<file path="config.mk">
export PLATFORM = sky130hd
export DESIGN_NAME = spn_req_sched
export DESIGN_NICKNAME = d
export VERILOG_FILES = /design/src/rtl/spn_req_sched.sv
export SDC_FILE = /design/constraint.sdc
export NUM_CORES = 1
export LEC_CHECK = 0
export CORE_MARGIN = 4
export CORE_UTILIZATION = 40
export DETAILED_ROUTE_END_ITERATION = 10
export GPL_TIMING_DRIVEN = 0
export PLACE_DENSITY = 0.62
export SKIP_LAST_GASP = 1
export SLEW_MARGIN = 10
export SYNTH_ARGS = -nofsm -noshare
export SYNTH_HDL_FRONTEND = slang
export SYNTH_SLANG_ARGS = --single-unit
</file>
<file path="constraint.sdc">
create_clock -name clk -period 6.07 [get_ports clk]
set_clock_uncertainty 0.1 [all_clocks]
set_input_delay 0.9105 -clock clk [delete_from_list [all_inputs] [get_ports clk]]
set_output_delay 0.9105 -clock clk [all_outputs]
set_load 0.03 [all_outputs]
</file>
<file path="src/rtl/spn_req_sched.sv">
// Request scheduler in front of the spn_cu cipher core: FIFO-buffered issue, result capture,
// and a one-entry cache for repeated tuples. Optional SPN_SCHED_STATS_EN adds saturating counters.
module spn_req_sched #(
    parameter int DEPTH   = 4,
    parameter int TIMEOUT = 8
) (
    input  logic        clk,
    input  logic        reset,
    input  logic        req_valid,
    output logic        req_ready,
    input  logic [1:0]  req_op,
    input  logic [15:0] req_data,
    input  logic [31:0] req_key,
    output logic [1:0]  cu_opcode,
    output logic [15:0] cu_in_data,
    output logic [31:0] cu_key,
    input  logic [15:0] cu_out_data,
    input  logic [1:0]  cu_valid,
    output logic        rsp_valid,
    input  logic        rsp_ready,
    output logic [15:0] rsp_data,
    output logic [1:0]  rsp_op,
    output logic        rsp_err
`ifdef SPN_SCHED_STATS_EN
    ,
    output logic [15:0] stat_req,
    output logic [15:0] stat_hit,
    output logic [15:0] stat_err
`endif
);

    localparam int AW = $clog2(DEPTH);
    localparam int CW = AW + 1;
    localparam int TW = $clog2(TIMEOUT);

    typedef struct packed {
        logic [1:0]  op;
        logic [15:0] data;
        logic [31:0] key;
    } req_t;

    typedef enum logic [1:0] {IDLE, WAIT, RESP} state_t;

    req_t          fifo_mem_q [DEPTH];
    logic [AW-1:0] wr_ptr_q, wr_ptr_d, rd_ptr_q, rd_ptr_d;
    logic [CW-1:0] count_q, count_d;
    state_t        state_q, state_d;
    req_t          cu_q, cu_d;
    req_t          last_q, last_d;
    logic [1:0]    cur_op_q, cur_op_d;
    logic [15:0]   cache_q, cache_d;
    logic          cache_ok_q, cache_ok_d;
    logic [TW-1:0] timer_q, timer_d;
    logic          rsp_valid_q, rsp_valid_d;
    logic [15:0]   rsp_data_q, rsp_data_d;
    logic [1:0]    rsp_op_q, rsp_op_d;
    logic          rsp_err_q, rsp_err_d;

    logic full, empty, push, pop;
    logic head_legal, head_same, cu_done, cu_fail;
    req_t req_in, head;

    assign req_in     = '{op: req_op, data: req_data, key: req_key};
    assign full       = (count_q == CW'(DEPTH));
    assign empty      = (count_q == '0);
    assign req_ready  = !full;
    assign push       = req_valid && !full;
    assign pop        = (state_q == IDLE) && !empty && !rsp_valid_q;
    assign head       = fifo_mem_q[rd_ptr_q];
    assign head_legal = (head.op == 2'b01) || (head.op == 2'b10);
    assign head_same  = (head == last_q);
    assign cu_done    = (state_q == WAIT) && (cu_valid == cur_op_q);
    // A non-zero valid that is not our op (including 11) is a core fault, not a late answer.
    assign cu_fail    = (state_q == WAIT) && !cu_done &&
                        ((cu_valid != 2'b00) || (timer_q == TW'(TIMEOUT - 1)));

    assign cu_opcode  = cu_q.op;
    assign cu_in_data = cu_q.data;
    assign cu_key     = cu_q.key;
    assign rsp_valid  = rsp_valid_q;
    assign rsp_data   = rsp_data_q;
    assign rsp_op     = rsp_op_q;
    assign rsp_err    = rsp_err_q;

    // FIFO storage carries no reset; the pointers alone define its contents.
    always_ff @(posedge clk) begin
        if (push) fifo_mem_q[wr_ptr_q] <= req_in;
    end

    always_comb begin
        wr_ptr_d = wr_ptr_q + AW'(push);
        rd_ptr_d = rd_ptr_q + AW'(pop);
        count_d  = count_q + CW'(push) - CW'(pop);
    end

    // State register
    always_ff @(posedge clk) begin
        if (reset) state_q <= IDLE;
        else       state_q <= state_d;
    end

    // Next-state logic
    always_comb begin
        state_d = state_q;
        case (state_q)
            IDLE: if (pop) state_d = (!head_legal || head_same) ? RESP : WAIT;
            WAIT: if (cu_done || cu_fail) state_d = RESP;
            RESP: if (rsp_ready) state_d = IDLE;
            default: state_d = IDLE;
        endcase
    end

    // Output / datapath logic
    always_comb begin
        cu_d        = cu_q;
        last_d      = last_q;
        cur_op_d    = cur_op_q;
        cache_d     = cache_q;
        cache_ok_d  = cache_ok_q;
        timer_d     = timer_q;
        rsp_valid_d = rsp_valid_q;
        rsp_data_d  = rsp_data_q;
        rsp_op_d    = rsp_op_q;
        rsp_err_d   = rsp_err_q;
        case (state_q)
            IDLE: begin
                cu_d.op = 2'b00;
                if (pop) begin
                    cur_op_d = head.op;
                    if (!head_legal || head_same) begin
                        rsp_valid_d = 1'b1;
                        rsp_op_d    = head.op;
                        rsp_err_d   = !head_legal || !cache_ok_q;
                        rsp_data_d  = (head_legal && cache_ok_q) ? cache_q : 16'h0000;
                    end else begin
                        cu_d    = head;
                        last_d  = head;
                        timer_d = '0;
                    end
                end
            end
            WAIT: begin
                if (cu_done) begin
                    rsp_valid_d = 1'b1;
                    rsp_data_d  = cu_out_data;
                    rsp_op_d    = cur_op_q;
                    rsp_err_d   = 1'b0;
                    cache_d     = cu_out_data;
                    cache_ok_d  = 1'b1;
                    cu_d.op     = 2'b00;
                end else if (cu_fail) begin
                    rsp_valid_d = 1'b1;
                    rsp_data_d  = 16'h0000;
                    rsp_op_d    = cur_op_q;
                    rsp_err_d   = 1'b1;
                    cache_ok_d  = 1'b0;
                    cu_d.op     = 2'b00;
                end else begin
                    timer_d = timer_q + TW'(1);
                end
            end
            RESP: if (rsp_ready) rsp_valid_d = 1'b0;
            default: ;
        endcase
    end

    always_ff @(posedge clk) begin
        if (reset) begin
            wr_ptr_q    <= '0;
            rd_ptr_q    <= '0;
            count_q     <= '0;
            cu_q        <= '0;
            last_q      <= '0;
            cur_op_q    <= 2'b00;
            cache_q     <= 16'h0000;
            cache_ok_q  <= 1'b0;
            timer_q     <= '0;
            rsp_valid_q <= 1'b0;
            rsp_data_q  <= 16'h0000;
            rsp_op_q    <= 2'b00;
            rsp_err_q   <= 1'b0;
        end else begin
            wr_ptr_q    <= wr_ptr_d;
            rd_ptr_q    <= rd_ptr_d;
            count_q     <= count_d;
            cu_q        <= cu_d;
            last_q      <= last_d;
            cur_op_q    <= cur_op_d;
            cache_q     <= cache_d;
            cache_ok_q  <= cache_ok_d;
            timer_q     <= timer_d;
            rsp_valid_q <= rsp_valid_d;
            rsp_data_q  <= rsp_data_d;
            rsp_op_q    <= rsp_op_d;
            rsp_err_q   <= rsp_err_d;
        end
    end

`ifdef SPN_SCHED_STATS_EN
    logic        hit_evt, err_evt;
    logic [15:0] stat_req_q, stat_req_d, stat_hit_q, stat_hit_d, stat_err_q, stat_err_d;

    assign hit_evt  = pop && head_legal && head_same && cache_ok_q;
    assign err_evt  = (pop && (!head_legal || (head_same && !cache_ok_q))) || cu_fail;
    assign stat_req = stat_req_q;
    assign stat_hit = stat_hit_q;
    assign stat_err = stat_err_q;

    always_comb begin
        stat_req_d = stat_req_q;
        stat_hit_d = stat_hit_q;
        stat_err_d = stat_err_q;
        if (pop     && stat_req_q != 16'hFFFF) stat_req_d = stat_req_q + 16'd1;
        if (hit_evt && stat_hit_q != 16'hFFFF) stat_hit_d = stat_hit_q + 16'd1;
        if (err_evt && stat_err_q != 16'hFFFF) stat_err_d = stat_err_q + 16'd1;
    end

    always_ff @(posedge clk) begin
        if (reset) begin
            stat_req_q <= 16'h0000;
            stat_hit_q <= 16'h0000;
            stat_err_q <= 16'h0000;
        end else begin
            stat_req_q <= stat_req_d;
            stat_hit_q <= stat_hit_d;
            stat_err_q <= stat_err_d;
        end
    end
`endif

endmodule

</file>
## Word-level counts from Yosys, hierarchy flattened

Memories as Yosys holds them, arrays and structs flattened. A register that Yosys moved wholly into a read port is not among the register bits.
Cells that the tools add are included.

- Register bits: 103
- Latch bits: 0
- RAM bits: 200
- ROM bits: 0
- Bits of input ports: 72
- Output and inout bits: 71
- Word-level logic and storage cells: 113
- Memories kept: 1

- $add $sub $neg: 5
- Multiply operators: 0
- Divide/modulo/power cells: 0
- Order comparisons: 0
- Eq/ne operators: 16
- Shift-type cells: 0
- Muxes and demuxes: 41
- Bitwise logic cells: 1
- Reductions and logical operators: 33

Memory list:

| memory | depth | bits a word | rd ports | clocked after Yosys merged registers in | write ports | line | source |
|---|---|---|---|---|---|---|---|
| fifo_mem_q | 4 | 50 | 1 | 1 | 1 | 44 | `req_t fifo_mem_q [DEPTH];` |

Operators with widths:

| cell | number |
|---|---|
| 50-bit 2-to-1 mux | 2 |
| 16-bit 2-to-1 mux | 5 |
| 50-bit == test | 1 |
| 16-bit one-hot mux with 2 select lines | 1 |
| 2-bit 2-to-1 mux | 11 |
| 1-bit 2-to-1 mux | 12 |
| 3-bit 2-to-1 mux | 4 |
| 2-bit != test, second input constant | 5 |
| 5-bit AND reduction | 2 |
| 2-bit one-hot mux with 2 select lines | 2 |
| 2-bit AND reduction | 4 |
| 1-bit logical AND | 7 |
| 3-bit == test, second input constant | 2 |
| 1-bit zero test | 6 |
| 2-bit one-hot mux with 3 select lines | 1 |
| 3-bit one-hot mux with 2 select lines | 1 |
| 3-bit AND reduction | 2 |
| 2-bit nonzero test | 3 |
| 1-bit logical OR | 5 |
| 2-bit by 1-bit adder with 2-bit output | 2 |
| 2-bit by 1-bit == test with 1-bit output, second input constant | 2 |
| 2-bit == test, second input constant | 2 |
| 2-bit by 1-bit != test with 1-bit output, second input constant | 2 |
| 4-bit AND reduction | 1 |
| other kinds (11) | 11 |

## Longest topological paths before layout

- Depth in word-level cells: 8
- Depth in mapped cells: 13
- Mapped depth without buffers: 11

## Least setup slack after synthesis

Ideal clock, no wire load.

- Path type: input port to flip-flop
- From: input req_valid
- To: memory fifo_mem_q[1][0] (netlist bit), enable pin
- Data arrival time: 4.742 ns
- Data required time: 5.440 ns
- Path slack: 0.698 ns
- Stages: 2
- Cell sequence: nand2_1 -> nor3b_1

- Longest elaborated chain between the ends: 3

Ends and longest elaborated chain:

| what | line | source |
|---|---|---|
| start, declared | 9 | `input logic req_valid,` |
| 1-bit logical AND | 67 | `assign push = req_valid && !full;` |
| 1-bit 2-to-1 mux | 87 | `if (push) fifo_mem_q[wr_ptr_q] <= req_in;` |
| 1-bit 2-to-1 mux (not written as such) | 87 |  |
| end, declared | 44 |  |

No other way between the ends.

==> run metrics <==
outcome=finished, final reports clean; Synth Warn #=0; Clock Latency Late Sink=0.55 ns; hold buffer count at CTS=0; Post-DP Area=14400 sq um; fmax=251 MHz; largest net degree at the start of global routing=39; crit path DAT=~4.3 ns; power per cell area=approximately 500 nW/um^2; XOR/XNOR Fraction of Synth Area=0.0405; Via density=5.18; Core ar.=30000 sq um; CTS HTree Levels=1; DRC=0; Synth Area in Adders=0.00772; simple-gate share of the synthesized area=0.0705; FF+latch count, synth=303; final cell count without fillers=1483; IO Count=143; Post-Place Cells=around 1400; DRT iter0 DRCs=576; postcts setup bufs=0; main combinational cell family by area after synthesis=multiplexers; slew margin rel.=0.405; clk buf depth=3; Synth Instances=875; Compound-Gate Fraction of Synth Area=0.0645; gpl congestion=between 0.8 and 0.9; total number of vias=7686; Synthesized Nets=954; Routed Antenna Nets=0; crit path time final=3.98 ns; post-synthesis mux area share=0.110; GRT Util Overall=0.174; final hold violations=0; clock slew at reported path FFs=roughly 0.060 ns; CP Max Fanout=10; post-DP HPWL=around 21 mm; global route total overflow=0; worst-margin pin slew=0.889 ns; number of global-route vias before repair=7572; TritonCTS clock tree=done; Nets=around 1100; final wirelength=30.0 mm; PostCTS Resize Cnt=0; antenna violations before repair=0; Worst setup EP type=flop; RSZ-0062 raised after global routing=false; CTS buffer count=31; synth unique cells=40; Syn Std Cell Area=~12000 sq um; Sink Count=303; hold crit path type=reg2reg; Lkg Pwr=0.00528 uW; fin. max-slew vios=0; Critical Path RT=6.37 ns; Die Y=183 um; Syn Area/Cell=14.1 sq um; final setup vio count=0; crit path launch type=flop; CTS root buf=clkbuf_16; final instance area=15500 sq um; layout cell share with drive strength beyond 1=0.177; I/O Buffers=142; WS Path Type=reg2reg; Pre-Repair DR Iteration Count=5; Die ar.=33700 sq um; Synth-to-Final Area Change=25.5%; Core Util, Final=0.514; fin crit share=0.655; global-route wire length before repair=between 40 and 50 mm; Max Cap Violations=0; # diodes=0; Min Hold Slack=0.353 ns; Cell Rows=63; Routed wire per std cell=20.3 um; sequential cell area fraction in the yosys report=0.655; effective utilization at floorplan=0.410; Max VDD drop=293 uV; Die X=183 um
-- layout make-up --
type / count / area (sq um)
fillers: 2564 / 14600
flip-flops and latches: 303 / 8070
multi-input cells: 462 / 3640
repair buffers: 160 / 1610
clock buffers: 40 / 810
plain buffers: 103 / 602
well taps: 390 / 488
clock inverters: 18 / 214
inverters: 7 / 26.3
-- critical path: stages, from the launching register on --
cell	delay, ns
dfxtp_1	0.31
clkbuf_1	0.31
clkbuf_1	0.57
mux4_2	0.46
xor2_1	0.17
nor4_1	0.30
nand4_1	0.29
o41a_1	0.48
clkbuf_1	0.18
clkbuf_1	0.34
nand3_1	0.23
a21oi_1	0.08
-- Yosys cell counts (all sizes together) --
cell    instances  share of area
mux2i           2         0.0016
nor4           10         0.0051
buf            63          0.036
o31ai           1        0.00061
ha              6         0.0061
or4             2         0.0012
dfxtp         103           0.17
or3             3         0.0015
nand4           5         0.0025
xor2           36          0.026
inv             7         0.0021
clkbuf         40          0.013
o41ai           1         0.0022
nor3b           2         0.0012
nor2b          23          0.012
mux4           50          0.091
o21ai          51          0.021
fa              1         0.0016
nor2           11         0.0034
a221oi          1        0.00071
nand3          50          0.020
a21oi          92          0.037
a31o            1        0.00071
o211ai          2         0.0012
nor3            5         0.0020
nand2b          4         0.0020
or2             1        0.00051
mux2           19          0.017
nand2          59          0.018
xnor2          21          0.015
and3            2         0.0010
edfxtp        200           0.49
o41a            1        0.00091
-- layer usage --
layer,GRT usage,routed length (um),vias to the layer above
met4,0.0539,986,0
li1,-,-,3596
met5,0,0,-
met1,0.249,13500,3791
met3,0.0271,1650,51
met2,0.275,13900,248
-- sequential cells by signal, summed over array words and instances, names as in the netlist, 3 cells and up --
signal and flops:
fifo_mem_q 200, last_q 50, cache_q 16, rsp_data 16
count_q 3, timer_q 3
-- stage by stage --
step	total power, uW	TNS, ns	setup WS (ns)
after floorplan	4650	0	0.698
after global placement	5680	-412.72	-2.99
after detailed placement	5730	0	2.07
after CTS	7640	0	2.06
after global routing	7960	0	1.89
final	7590	0	2.09
-- power breakdown --
part / total, uW / switching [uW] / internal [uW]
clock: 1910 / 763 / 1150
combinational: 2930 / 1740 / 1190
sequential: 2750 / 209 / 2540
-- final timing paths --
check | startpoint | to | slack (ns) | cells past startpoint
hold reg to reg | cache_q[4] | cache_q[4] | 0.35 | 2
setup / recovery | rd_ptr_q[1] | cu_opcode[0] | 2.09 | 11
hold / removal | cache_q[4] | cache_q[4] | 0.35 | 2
setup reg to reg | rd_ptr_q[1] | cu_opcode[0] | 2.09 | 11
-- logic make-up (layout without fill, tap and decap cells) --
logic type / after synthesis / count (layout)
DFF: 303 / 303
and+or+nand+nor: 177 / 177
AOI/OAI and AO/OA: 150 / 150
buffers and inverters: 110 / 328
xor gates and xnor gates: 57 / 57
adders and majority gates: 7 / 7
muxes: 71 / 71
-- layout by cell type, fill, tap and decap left out, drive strengths merged, types with 2 or more instances in the layout --
cell,Yosys,routed
or4,2,2
nand4,5,5
ha,6,6
a21oi,92,92
nor4,10,10
nor3,5,5
xnor2,21,21
nand2b,4,4
nor3b,2,2
clkdlybuf4s50,0,142
xor2,36,36
o211ai,2,2
mux4,50,50
clkinv,0,11
dfxtp,103,103
inv,7,8
mux2i,2,2
nand2,59,59
mux2,19,19
clkbuf,40,80
nand3,50,50
edfxtp,200,200
buf,63,81
nor2b,23,23
bufinv,0,5
o21ai,51,51
or3,3,3
and3,2,2
nor2,11,11
Power figures use the tool's default switching activity.
